===== src/rtl/step_scheduler.sv =====
// step_scheduler: game-level sequencer for the snake field datapath.
//
// Emits a periodic one-cycle `step` pulse, waits out the field register
// latency, and, when an apple is requested, places it in a random empty cell
// by scanning the field map one cell per cycle. When no empty cell is left,
// the sequencer raises game_over and halts.
//
// Ports:
//   clk            system clock
//   rst            asynchronous active-high reset
//   enable_i       game running; only gates the tick counter
//   apple_eaten_i  one-cycle request for a new apple
//   rand_i         free-running random number
//   field_i        cell map, 2 bits per cell (00 empty, 01 snake, 10 apple, 11 block)
//   step_o         one-cycle pulse to the field calculator and snake logic
//   apple_valid_o  apple_x_o/apple_y_o hold a placed apple
//   apple_x_o      apple column
//   apple_y_o      apple row
//   busy_o         high while dividing or scanning
//   game_over_o    sticky; no empty cell found
module step_scheduler #(
  parameter int SIZE_X      = 10,
  parameter int SIZE_Y      = 10,
  parameter int FIELD_SIZE  = SIZE_X*SIZE_Y*2,
  parameter int STEP_PERIOD = 25000000,
  parameter int FIELD_LAT   = 1,
  parameter int RAND_W      = 7
) (
  input  logic                  clk,
  input  logic                  rst,
  input  logic                  enable_i,
  input  logic                  apple_eaten_i,
  input  logic [RAND_W-1:0]     rand_i,
  input  logic [FIELD_SIZE-1:0] field_i,
  output logic                  step_o,
  output logic                  apple_valid_o,
  output logic [7:0]            apple_x_o,
  output logic [7:0]            apple_y_o,
  output logic                  busy_o,
  output logic                  game_over_o
);

  localparam int N  = SIZE_X*SIZE_Y;
  localparam int IW = $clog2(N);
  localparam int TW = $clog2(STEP_PERIOD+1);
  localparam int LW = $clog2(FIELD_LAT+1);

  localparam logic [7:0]    SX8       = 8'(SIZE_X);
  localparam logic [7:0]    N8        = 8'(N);
  localparam logic [IW-1:0] IDX_LAST  = IW'(N-1);
  localparam logic [15:0]   SCAN_LAST = 16'(N-1);
  localparam logic [TW-1:0] TICK_LAST = TW'(STEP_PERIOD-1);
  localparam logic [LW-1:0] LAT_LAST  = LW'(FIELD_LAT-1);

  typedef enum logic [2:0] {
    IDLE, WAIT_TICK, STEP, SETTLE, PLACE_LOAD, PLACE_DIV, PLACE_SCAN, HALT
  } state_t;

  state_t        state_q;
  logic [TW-1:0] tick_q;
  logic [LW-1:0] settle_q;
  logic          pending_q;
  logic [7:0]    x_q, y_q;
  logic [IW-1:0] idx_q;
  logic [15:0]   scan_q;
  logic          step_q, valid_q, busy_q, over_q;
  logic [7:0]    apple_x_q, apple_y_q;

  // Split the flat field vector into per-cell codes for indexed lookup.
  logic [1:0] cells [N];
  for (genvar gi = 0; gi < N; gi++) begin : g_cells
    assign cells[gi] = field_i[2*gi +: 2];
  end

  logic [1:0] cell_d;
  logic [7:0] rand8_d;
  logic [7:0] start_d;

  assign cell_d  = cells[idx_q];
  assign rand8_d = 8'(rand_i);
  // 2^RAND_W < 2N, so a single conditional subtraction reduces rand into 0..N-1.
  assign start_d = (rand8_d >= N8) ? rand8_d - N8 : rand8_d;

  always_ff @(posedge clk or posedge rst) begin
    if (rst) begin
      state_q   <= IDLE;
      tick_q    <= '0;
      settle_q  <= '0;
      pending_q <= 1'b1;
      x_q       <= '0;
      y_q       <= '0;
      idx_q     <= '0;
      scan_q    <= '0;
      step_q    <= 1'b0;
      valid_q   <= 1'b0;
      busy_q    <= 1'b0;
      over_q    <= 1'b0;
      apple_x_q <= '0;
      apple_y_q <= '0;
    end else begin
      step_q    <= 1'b0;
      // A request arriving in any cycle is remembered; in PLACE_LOAD this is
      // overridden by a clear, unless a new request lands in that same cycle.
      pending_q <= pending_q | apple_eaten_i;

      case (state_q)
        IDLE: begin
          state_q <= pending_q ? PLACE_LOAD : WAIT_TICK;
        end

        WAIT_TICK: begin
          if (enable_i) begin
            if (tick_q == TICK_LAST) begin
              tick_q  <= '0;
              state_q <= STEP;
              step_q  <= 1'b1;
            end else begin
              tick_q <= tick_q + 1'b1;
            end
          end
        end

        STEP: begin
          settle_q <= '0;
          state_q  <= SETTLE;
        end

        SETTLE: begin
          if (settle_q == LAT_LAST) begin
            state_q <= pending_q ? PLACE_LOAD : WAIT_TICK;
          end else begin
            settle_q <= settle_q + 1'b1;
          end
        end

        PLACE_LOAD: begin
          pending_q <= apple_eaten_i;
          x_q       <= start_d;
          y_q       <= '0;
          idx_q     <= IW'(start_d);
          scan_q    <= '0;
          valid_q   <= 1'b0;
          busy_q    <= 1'b1;
          state_q   <= PLACE_DIV;
        end

        // Repeated subtraction turns the linear start index into (x, y);
        // idx_q already holds y*SIZE_X+x and stays untouched.
        PLACE_DIV: begin
          if (x_q >= SX8) begin
            x_q <= x_q - SX8;
            y_q <= y_q + 1'b1;
          end else begin
            state_q <= PLACE_SCAN;
          end
        end

        PLACE_SCAN: begin
          if (cell_d == 2'b00) begin
            apple_x_q <= x_q;
            apple_y_q <= y_q;
            valid_q   <= 1'b1;
            busy_q    <= 1'b0;
            state_q   <= WAIT_TICK;
          end else if (scan_q == SCAN_LAST) begin
            over_q  <= 1'b1;
            busy_q  <= 1'b0;
            state_q <= HALT;
          end else begin
            scan_q <= scan_q + 1'b1;
            if (idx_q == IDX_LAST) begin
              x_q   <= '0;
              y_q   <= '0;
              idx_q <= '0;
            end else if (x_q == SX8 - 8'd1) begin
              x_q   <= '0;
              y_q   <= y_q + 1'b1;
              idx_q <= idx_q + 1'b1;
            end else begin
              x_q   <= x_q + 1'b1;
              idx_q <= idx_q + 1'b1;
            end
          end
        end

        HALT: begin
          state_q <= HALT;
        end

        default: begin
          state_q <= IDLE;
        end
      endcase
    end
  end

  assign step_o        = step_q;
  assign apple_valid_o = valid_q;
  assign apple_x_o     = apple_x_q;
  assign apple_y_o     = apple_y_q;
  assign busy_o        = busy_q;
  assign game_over_o   = over_q;

endmodule


===== config.mk =====
export PLATFORM = sky130hd
export DESIGN_NAME = step_scheduler
export DESIGN_NICKNAME = d
export VERILOG_FILES = /design/src/rtl/step_scheduler.sv
export SDC_FILE = /design/constraint.sdc
export NUM_CORES = 1
export LEC_CHECK = 0
export CAP_MARGIN = 25
export CORE_ASPECT_RATIO = 1.4
export CORE_UTILIZATION = 47
export CTS_BUF_LIST = sky130_fd_sc_hd__clkbuf_4
export DETAILED_ROUTE_END_ITERATION = 10
export PLACE_DENSITY = 0.86
export SETUP_SLACK_MARGIN = 0.4
export SLEW_MARGIN = 0
export SYNTH_ARGS = -nofsm -noshare
export SYNTH_HDL_FRONTEND = slang
export SYNTH_SLANG_ARGS = --single-unit

===== constraint.sdc =====
create_clock -name clk -period 9.1 [get_ports clk]
set_clock_uncertainty 0.2 [all_clocks]
set_input_delay 1.82 -clock clk [delete_from_list [all_inputs] [get_ports clk]]
set_output_delay 1.82 -clock clk [all_outputs]
set_load 0.02 [all_outputs]

# ---- After elaboration in Yosys (flattened, before gate mapping)
# Cells that the tools add are included.
dict set report totals {
  reg_bits 89
  output_inout_bits 20
  elab_cells 106
}
dict set report op_classes {
  addsub 8
  magnitude_cmp 3
  eq_ne 21
  n_mux 43
  n_bitwise 3
  reduce_logical 14
}
# op count
set ops {}
lappend ops {{8-bit 2-to-1 mux} 11}
lappend ops {{8-bit case mux with 3 select lines} 2}
lappend ops {{16-bit 2-to-1 mux} 2}
lappend ops {{16-bit case mux with 2 select lines} 1}
lappend ops {{25-bit by 1-bit adder with 25-bit output, second input constant} 1}
lappend ops {{25-bit == test, second input constant} 1}
lappend ops {{25-bit 2-to-1 mux} 1}
lappend ops {{3-bit case mux with 8 select lines} 1}
lappend ops {{3-bit 2-to-1 mux} 7}
lappend ops {{7-bit 2-to-1 mux} 3}
lappend ops {{16-bit by 1-bit adder with 16-bit output, second input constant} 1}
lappend ops {{8-bit by 1-bit adder with 8-bit output, second input constant} 2}
lappend ops {{16-bit by 7-bit == test with 1-bit output, second input constant} 1}
lappend ops {{2-bit inequality test, second input constant} 8}
lappend ops {{2-bit binary-select mux with 7-bit select} 1}
lappend ops {{7-bit case mux with 2 select lines} 1}
lappend ops {{3-bit == test, second input constant} 4}
lappend ops {{5-bit AND reduction} 2}
lappend ops {{8-bit by 4-bit == test with 1-bit output, second input constant} 1}
lappend ops {{8-bit by 4-bit >= comparator with 1-bit output, second input constant} 1}
lappend ops {{8-bit >= comparator, second input constant} 1}
lappend ops {{1-bit 2-to-1 mux} 8}
lappend ops {{7-bit NOT with 8-bit output} 1}
lappend ops {{2-bit AND reduction} 4}
lappend ops {{19 further kinds} 26}

# ---- Logic depth before layout (Yosys ltp)
# Gate-level depths: netlist (run 1).
dict set report depth {
  word_depth 7
  depth_mapped 14
  depth_no_buf 10
}

# ---- Worst setup path before layout (run 1)
# OpenSTA, ideal clock, no wires.
dict set report synth_timing {
  path_kind {input to register}
  from {in field_i[186]}
  to {reg apple_y_q[0] (netlist: apple_y_o[0])}
  setup_time_ps 127
  arrival_time_ps 3756
  required_ps 8773
  path_slack_ps 5016
  stages 9
  n_path_buf 1
  cell_sequence {o311ai_1 > o32ai_1 > o31ai_1 > nand3_1 > a31oi_1 > a31oi_4 > nor2_2 > buf_6 > mux2_1}
}
dict set report synth_via {
  elab_chain_len 5
}
# item line_no
set synth_rtl {}
lappend synth_rtl {{start: declaration} 34} ;# input logic [FIELD_SIZE-1:0] field_i,
lappend synth_rtl {{2-bit binary-select mux with 7-bit select} 79} ;# assign cell_d = cells[idx_q];
lappend synth_rtl {{2-bit 2-to-1 mux (not written as such) (2 in series)} 79}
lappend synth_rtl {{2-bit zero test} 159} ;# if (cell_d == 2'b00) begin
lappend synth_rtl {{2-bit AND reduction (no line)} n/a}
lappend synth_rtl {{end signal: assignment} 161} ;# apple_y_q <= y_q;
lappend synth_rtl {{end: declaration} 67} ;# logic [7:0] apple_x_q, apple_y_q;
# No other way between the ends. The select of a mux whose other input is x is not followed.
# A chain may end at the register's enable or synchronous reset.

# ---- Worst setup path in the final report (run 1)
dict set report layout_timing {
  from {in field_i[1]}
  to {reg y_q[5]}
}
dict set report layout_via {
  elab_chain_len 6
}
# item line_no
set layout_rtl {}
lappend layout_rtl {{2-bit binary-select mux with 7-bit select} 79}
lappend layout_rtl {{2-bit 2-to-1 mux (not written as such) (2 in series)} 79}
lappend layout_rtl {{2-bit zero test} 159}
lappend layout_rtl {{2-bit inequality test (no line)} n/a}
lappend layout_rtl {{5-bit AND reduction (no line)} n/a}
lappend layout_rtl {{end signal: assignment} 152} ;# y_q <= y_q + 1'b1;
lappend layout_rtl {{end signal: assignment} 177} ;# y_q <= y_q + 1'b1;
lappend layout_rtl {{end: declaration} 63} ;# logic [7:0] x_q, y_q;
# No other way between the ends. The select of a mux whose other input is x is not followed.

==> impl_metrics.tcl, run 1 <==
set metrics [dict create \
    cts_tree "built" \
    cts_root_buf "clkbuf_4" \
    die_h_um 136 \
    grt_start_max_net_pins 65 \
    grt_pass1_wl_um 32400 \
    hold_viol 0 \
    wl_um 20200 \
    period_minus_slack_ps 4860 \
    layout_commonest_cell "clkdlybuf4s50_1" \
    die_area_um2 13200 \
    setup_tns_ps 0 \
    postCtsHoldBufs 0 \
    reg2reg_depth 9 \
    power.density_nw_per_um2 203 \
    port_buffers 230 \
    path_cells "clkdlybuf4s50_1 -> nor2_1 -> mux4_2 -> a2bb2oi_1 -> nand4_1 -> nand3_1 -> a31oi_4 -> o21bai_2 -> or3_1 -> o41ai_2" \
    netlist_area_um2 6000 \
    gr-usage-all-layers_pct 31.1 \
    worstSetupEndpointType "flop" \
    met2_usage_pct 53.5 \
    power_leakage_nw 3.44 \
    synth-seq-cells 88 \
    run_status "completed" \
    die_w_um 97.5 \
    routedWlPerCell_um 18.6 \
    critPathArrivalTime_ps 5010 \
    synth_cell_type_count 68 \
    route.detailed.drc 0 \
    boundaryPins 231 \
    htreeDepth 3 \
    ys_seq_area_share_pct 36.7 \
    cp_slowest_cell "mux4_2" \
    hp-class "flop to flop" \
    syn_to_final_growth_pct 41.3 \
    grt_pass1_vias 6426 \
    grt_busiest_layer "met2" \
    drtPass1Iterations 6 \
    num_rows 48 \
    rsz0062_at_grt "no" \
    clock_sinks 88 \
    hold_depth 1 \
    post_cts_buffers 0 \
    synth_edf_count 0 \
    startpoint_type "primary input" \
    drive_gt1_share_pct 5.03 \
    final_cell_mix "230 x clkdlybuf4s50_1, 102 x nor2_1, 86 x dfrtp_1" \
    synthArstFlopShare_pct 100 \
    synth_ff_type "dfrtp_1" \
    avgSynthCellArea_um2 8.30 \
    synth_nets 945 \
    slew_violations 0 \
    numCtsBuffers 9 \
    place_ws_ps 3850 \
    worstPathRequired_ps 9250 \
    vias 6499 \
    max-vdd-ir-drop_uv 174 \
    core_um2 12400 \
    ant_nets 0 \
    path_clk_slew_ps 120 \
    routabilityCongestion 0.964 \
    fin_crit_sh_pct 53.4 \
    post_cts_resized 0 \
    fmax_mhz 206 \
    setup_ws_ps 4240 \
    crit_type "primary input to flop" \
    hpwl_um 15700 \
    crit_fanout 23 \
    yosysWarnings 0 \
    met3_usage_pct 5.93 \
    worst_pin_slew_ps 1020 \
    slowest_delay_ps 520 \
    drt-vias-per-instance 5.98 \
    synth_cells 723 \
    clk_latency_ps 450 \
    relSlewSlack_pct 31.7 \
    rrSetupSlack_ps 4810 \
    start_util_pct 48.5 \
    max-clock-path-buffers 2 \
    gr-usage-met1_pct 38.2 \
    antenna_found_initial 1 \
    nNetsFinal 1152 \
    setup_viol 0 \
    drv_cap 0 \
    drt-initial-drc-count 674 \
    grt-ovfl-total 0 \
]
[worst max-delay path: cells and delay by family]
kind            cells  cell delay (ps)
compound gates      4             1360
simple gates        4              840
mux                 1              520
buf+inv             1              460
[power breakdown]
group          total, W  leakage, nW  switching (W)  internal, W
sequential     0.000595         1.17       0.000128     0.000467
clock          0.000228       0.0820       0.000132    0.0000966
combinational  0.000901         2.19       0.000512     0.000389
total           0.00172         3.44       0.000772     0.000953
[metrics by stage]
step | instances | total power [W] | hold slack [ps] | util [%] | cell area (µm²)
finish | 1086 | 0.00172 | 305 | 68.6 | 8480
global route | 1086 | 0.00184 | 321 | 68.6 | 8480
CTS | 1085 | 0.00172 | 306 | 68.5 | 8480
detailed placement | 1069 | 0.00149 | 276 | 67.4 | 8340
global placement | 1069 | 0.00146 | 269 | 67.4 | 8340
floorplan | 723 | 0.00118 | 251 | - | 6000
[layout make-up]
class	instances	area, µm²
Antenna cell	1	2.50
Clock inverter	3	43.8
Timing Repair Buffer	236	2350
Fill cell	1025	3890
Clock buffer	13	97.6
Tap cell	150	188
Multi-Input combinational cell	579	3540
Sequential cell	88	2200
Inverter	16	61.3
[sequential cells by signal (all words and copies together), names as in the netlist]
signal,count
tick_q,25
scan_q,16
apple_x_o,8
apple_y_o,8
x_q,8
y_q,8
idx_q,7
state_q,3
apple_valid_o,1
busy_o,1
game_over_o,1
pending_q,1
step_o,1
[Yosys cell counts, types with 3 or more instances]
library cell | n | area (µm²)
clkbuf_1 | 20 | 75.1
mux2_1 | 9 | 101
a211oi_1 | 11 | 82.6
nand3_1 | 28 | 140
o22ai_1 | 6 | 37.5
nor2_1 | 102 | 383
nor3_1 | 59 | 295
mux4_2 | 3 | 67.6
and2_1 | 12 | 75.1
a21o_1 | 4 | 30.0
buf_6 | 3 | 33.8
buf_2 | 14 | 70.1
o32ai_1 | 6 | 52.6
and3_1 | 14 | 87.6
a22oi_1 | 3 | 22.5
o311ai_1 | 4 | 35.0
o21ai_1 | 4 | 20.0
or4_1 | 5 | 37.5
nor4b_1 | 3 | 26.3
or3_1 | 9 | 56.3
nand4_1 | 20 | 125
o31ai_1 | 11 | 82.6
mux2_2 | 9 | 101
xor2_1 | 15 | 131
a31oi_1 | 4 | 25.0
buf_4 | 3 | 22.5
nor4_1 | 12 | 75.1
ha_1 | 11 | 138
dfrtp_1 | 87 | 2180
o211ai_1 | 3 | 22.5
o21ai_0 | 40 | 200
nand2b_1 | 10 | 62.6
o221ai_1 | 4 | 35.0
mux2i_1 | 3 | 30.0
nand2_1 | 52 | 195
xnor2_1 | 18 | 158
nor3b_1 | 11 | 82.6
nor2b_1 | 3 | 18.8
and4_1 | 3 | 26.3
inv_1 | 15 | 56.3
a21oi_1 | 38 | 190
[routing by layer]
metal  wire length, µm  vias to the layer above
li1                  -                     3072
met1              8110                     3073
met2              9870                      300
met3              1570                       54
met4               643                        0
met5                 0                        -
[kinds of logic after synthesis]
family	Yosys count	share of synthesized area, %
and+or+nand+nor	349	28.8
AOI/OAI and AO/OA	162	18.0
DFF	88	36.7
buffers and inverters	56	4.36
xor gates and xnor gates	33	4.82
muxes	24	5.00
adders and majority gates	11	2.29
[final timing paths]
path	to	from
max	y_q[5]	field_i[1]
min	apple_y_o[2]	apple_y_o[2]
max reg2reg	apple_x_o[6]	idx_q[1]
min reg2reg	apple_y_o[2]	apple_y_o[2]
max in group asynchronous	idx_q[0]	rst
min in group asynchronous	apple_x_o[5]	rst
Note: power is estimated with default switching activity, not from simulation.
==> run 2: changes to the inputs <==
--- a/config.mk
+++ b/config.mk
@@ -7,10 +7,10 @@
 export LEC_CHECK = 0
 export CAP_MARGIN = 25
 export CORE_ASPECT_RATIO = 1.4
-export CORE_UTILIZATION = 47
+export CORE_UTILIZATION = 41
 export CTS_BUF_LIST = sky130_fd_sc_hd__clkbuf_4
 export DETAILED_ROUTE_END_ITERATION = 10
-export PLACE_DENSITY = 0.86
+export PLACE_DENSITY = 0.8
 export SETUP_SLACK_MARGIN = 0.4
 export SLEW_MARGIN = 0
 export SYNTH_ARGS = -nofsm -noshare
==> constraint.sdc (replaced) <==
create_clock -name clk -period 4.41 [get_ports clk]
set_clock_uncertainty 0.2 [all_clocks]
set_input_delay 0.882 -clock clk [delete_from_list [all_inputs] [get_ports clk]]
set_output_delay 0.882 -clock clk [all_outputs]
set_load 0.02 [all_outputs]
==> impl_metrics.tcl, run 2 (same netlist as run 1, synthesis figures left out) <==
set metrics [dict create \
    path_cells "or3_1 -> o32ai_1 -> a2111oi_0 -> nand3_1 -> a31oi_1 -> a31oi_4 -> o21bai_2 -> buf_4 -> mux2_2" \
    power.density_nw_per_um2 418 \
    drv_cap 0 \
    worstSetupEndpointType "flop" \
    cts_root_buf "clkbuf_4" \
    crit_fanout 25 \
    clk_latency_ps 450 \
    slew_violations 0 \
    wl_um 20200 \
    postCtsHoldBufs 0 \
    layout_commonest_cell "clkdlybuf4s50_1" \
    route.detailed.drc 0 \
    syn_to_final_growth_pct 43.3 \
    start_util_pct 41.7 \
    gr-usage-all-layers_pct 26.7 \
    max-clock-path-buffers 2 \
    path_clk_slew_ps 130 \
    boundaryPins 231 \
    setup_viol 0 \
    drt-initial-drc-count 570 \
    power_leakage_nw 3.47 \
    worst_pin_slew_ps 999 \
    grt-ovfl-total 0 \
    clock_sinks 88 \
    core_um2 14400 \
    cts_tree "built" \
    rrSetupSlack_ps 730 \
    num_rows 52 \
    critPathArrivalTime_ps 3820 \
    max-vdd-ir-drop_uv 371 \
    regMostFlops "tick_q" \
    relSlewSlack_pct 33.1 \
    cp_slowest_cell "dfrtp_1" \
    top_regs "tick_q: 25 flops, scan_q: 16 flops" \
    share_comb_of_total_power_pct 52.5 \
    hold_viol 0 \
    port_buffers 230 \
    die_area_um2 15100 \
    routabilityCongestion 0.923 \
    finalHoldWorstSlack_ps 304 \
    startpoint_type "flop" \
    fmax_mhz 272 \
    period_minus_slack_ps 3680 \
    worstPathRequired_ps 4550 \
    p_clk_share_pct 12.3 \
    ant_nets 0 \
    p_int_w 0.00201 \
    p_seq_share_pct 35.1 \
    antenna_found_initial 1 \
    vias 6496 \
    fin_crit_sh_pct 83.4 \
    drive_gt1_share_pct 5.54 \
    power.share.switching_pct 44.2 \
    grt_pass1_wl_um 32200 \
    largest_reg_flops 25 \
    hp-class "flop to flop" \
    final_cell_mix "230 x clkdlybuf4s50_1, 102 x nor2_1, 85 x dfrtp_1" \
    grt_start_max_net_pins 47 \
    grt_pass1_vias 6329 \
    nNetsFinal 1158 \
    die_h_um 145 \
    drtPass1Iterations 7 \
    die_w_um 104 \
    hpwl_um 15800 \
    cp_top_family "compound AO/OA/AOI/OAI gates" \
    critPathBufInv 1 \
    setup_tns_ps 0 \
    rsz0062_at_grt "no" \
    numCtsBuffers 9 \
    slowest_delay_ps 910 \
    run_status "completed" \
    switching_power_w 0.00159 \
    htreeDepth 3 \
    drt-vias-per-instance 5.75 \
    routedWlPerCell_um 17.9 \
    crit_type "flop to flop" \
]
==> run 2: cell types whose count changed in the layout (fill, tap and decap cells not counted) <==
cell,previous run,this run
buf_12,0,3
buf_4,6,9
clkbuf_4,13,11
clkinvlp_4,0,2
clkinv_2,2,1
clkinv_4,1,0
dfrtp_1,86,85
dfrtp_4,0,1
==> run 2: worst paths after layout <==
path / end / from / cells after the start
max in group asynchronous: idx_q[0] / rst / 3
max reg2reg: x_q[5] / idx_q[3] / 9
min: game_over_o / game_over_o / 1
max: x_q[5] / idx_q[3] / 9
min in group asynchronous: tick_q[18] / rst / 2
min reg2reg: game_over_o / game_over_o / 1
==> run 2: power by group through the flow <==
stage	sequential, W	clock, W	combinational, W
after floorplan	0.00116	0	0.00128
after global placement	0.00127	0	0.00184
after detailed placement	0.00127	0	0.00187
after CTS	0.00126	0.000453	0.00189
after global routing	0.00130	0.000485	0.00206
final	0.00126	0.000444	0.00189
==> run 2: per-layer routing <==
layer | routed length, µm | track usage [%]
met1 | 8000 | 31.5
met4 | 452 | 8.29
met2 | 10300 | 48.3
met5 | 0 | 0
met3 | 1470 | 5.21
==> run 2: layout make-up <==
cell class,instances,area [µm²]
diodes,1,2.50
clock buffers,11,82.6
clock inverters,3,45.0
fillers,1309,5780
inverters,16,61.3
multi-input cells,579,3540
flip-flops and latches,88,2210
well taps,189,236
repair buffers,242,2430
==> run 2: timing repair <==
| item | CTS | global route |
|---|---|---|
| setup endpoints to repair | 0 | 2 |
| gates resized for setup | 0 | 2 |
| buffers inserted | 0 | 0 |
| hold endpoints to repair | 0 | 0 |
==> run 2: metrics by stage <==
step,power [W],utilization [%],instances,setup WS [ps],instance area (µm²)
floorplan,0.00244,-,723,1050,6000
global placement,0.00310,58.9,1114,359,8470
detailed placement,0.00314,58.9,1114,341,8470
CTS,0.00360,59.8,1128,603,8600
global route,0.00385,59.8,1129,422,8600
finish,0.00360,59.8,1129,733,8600
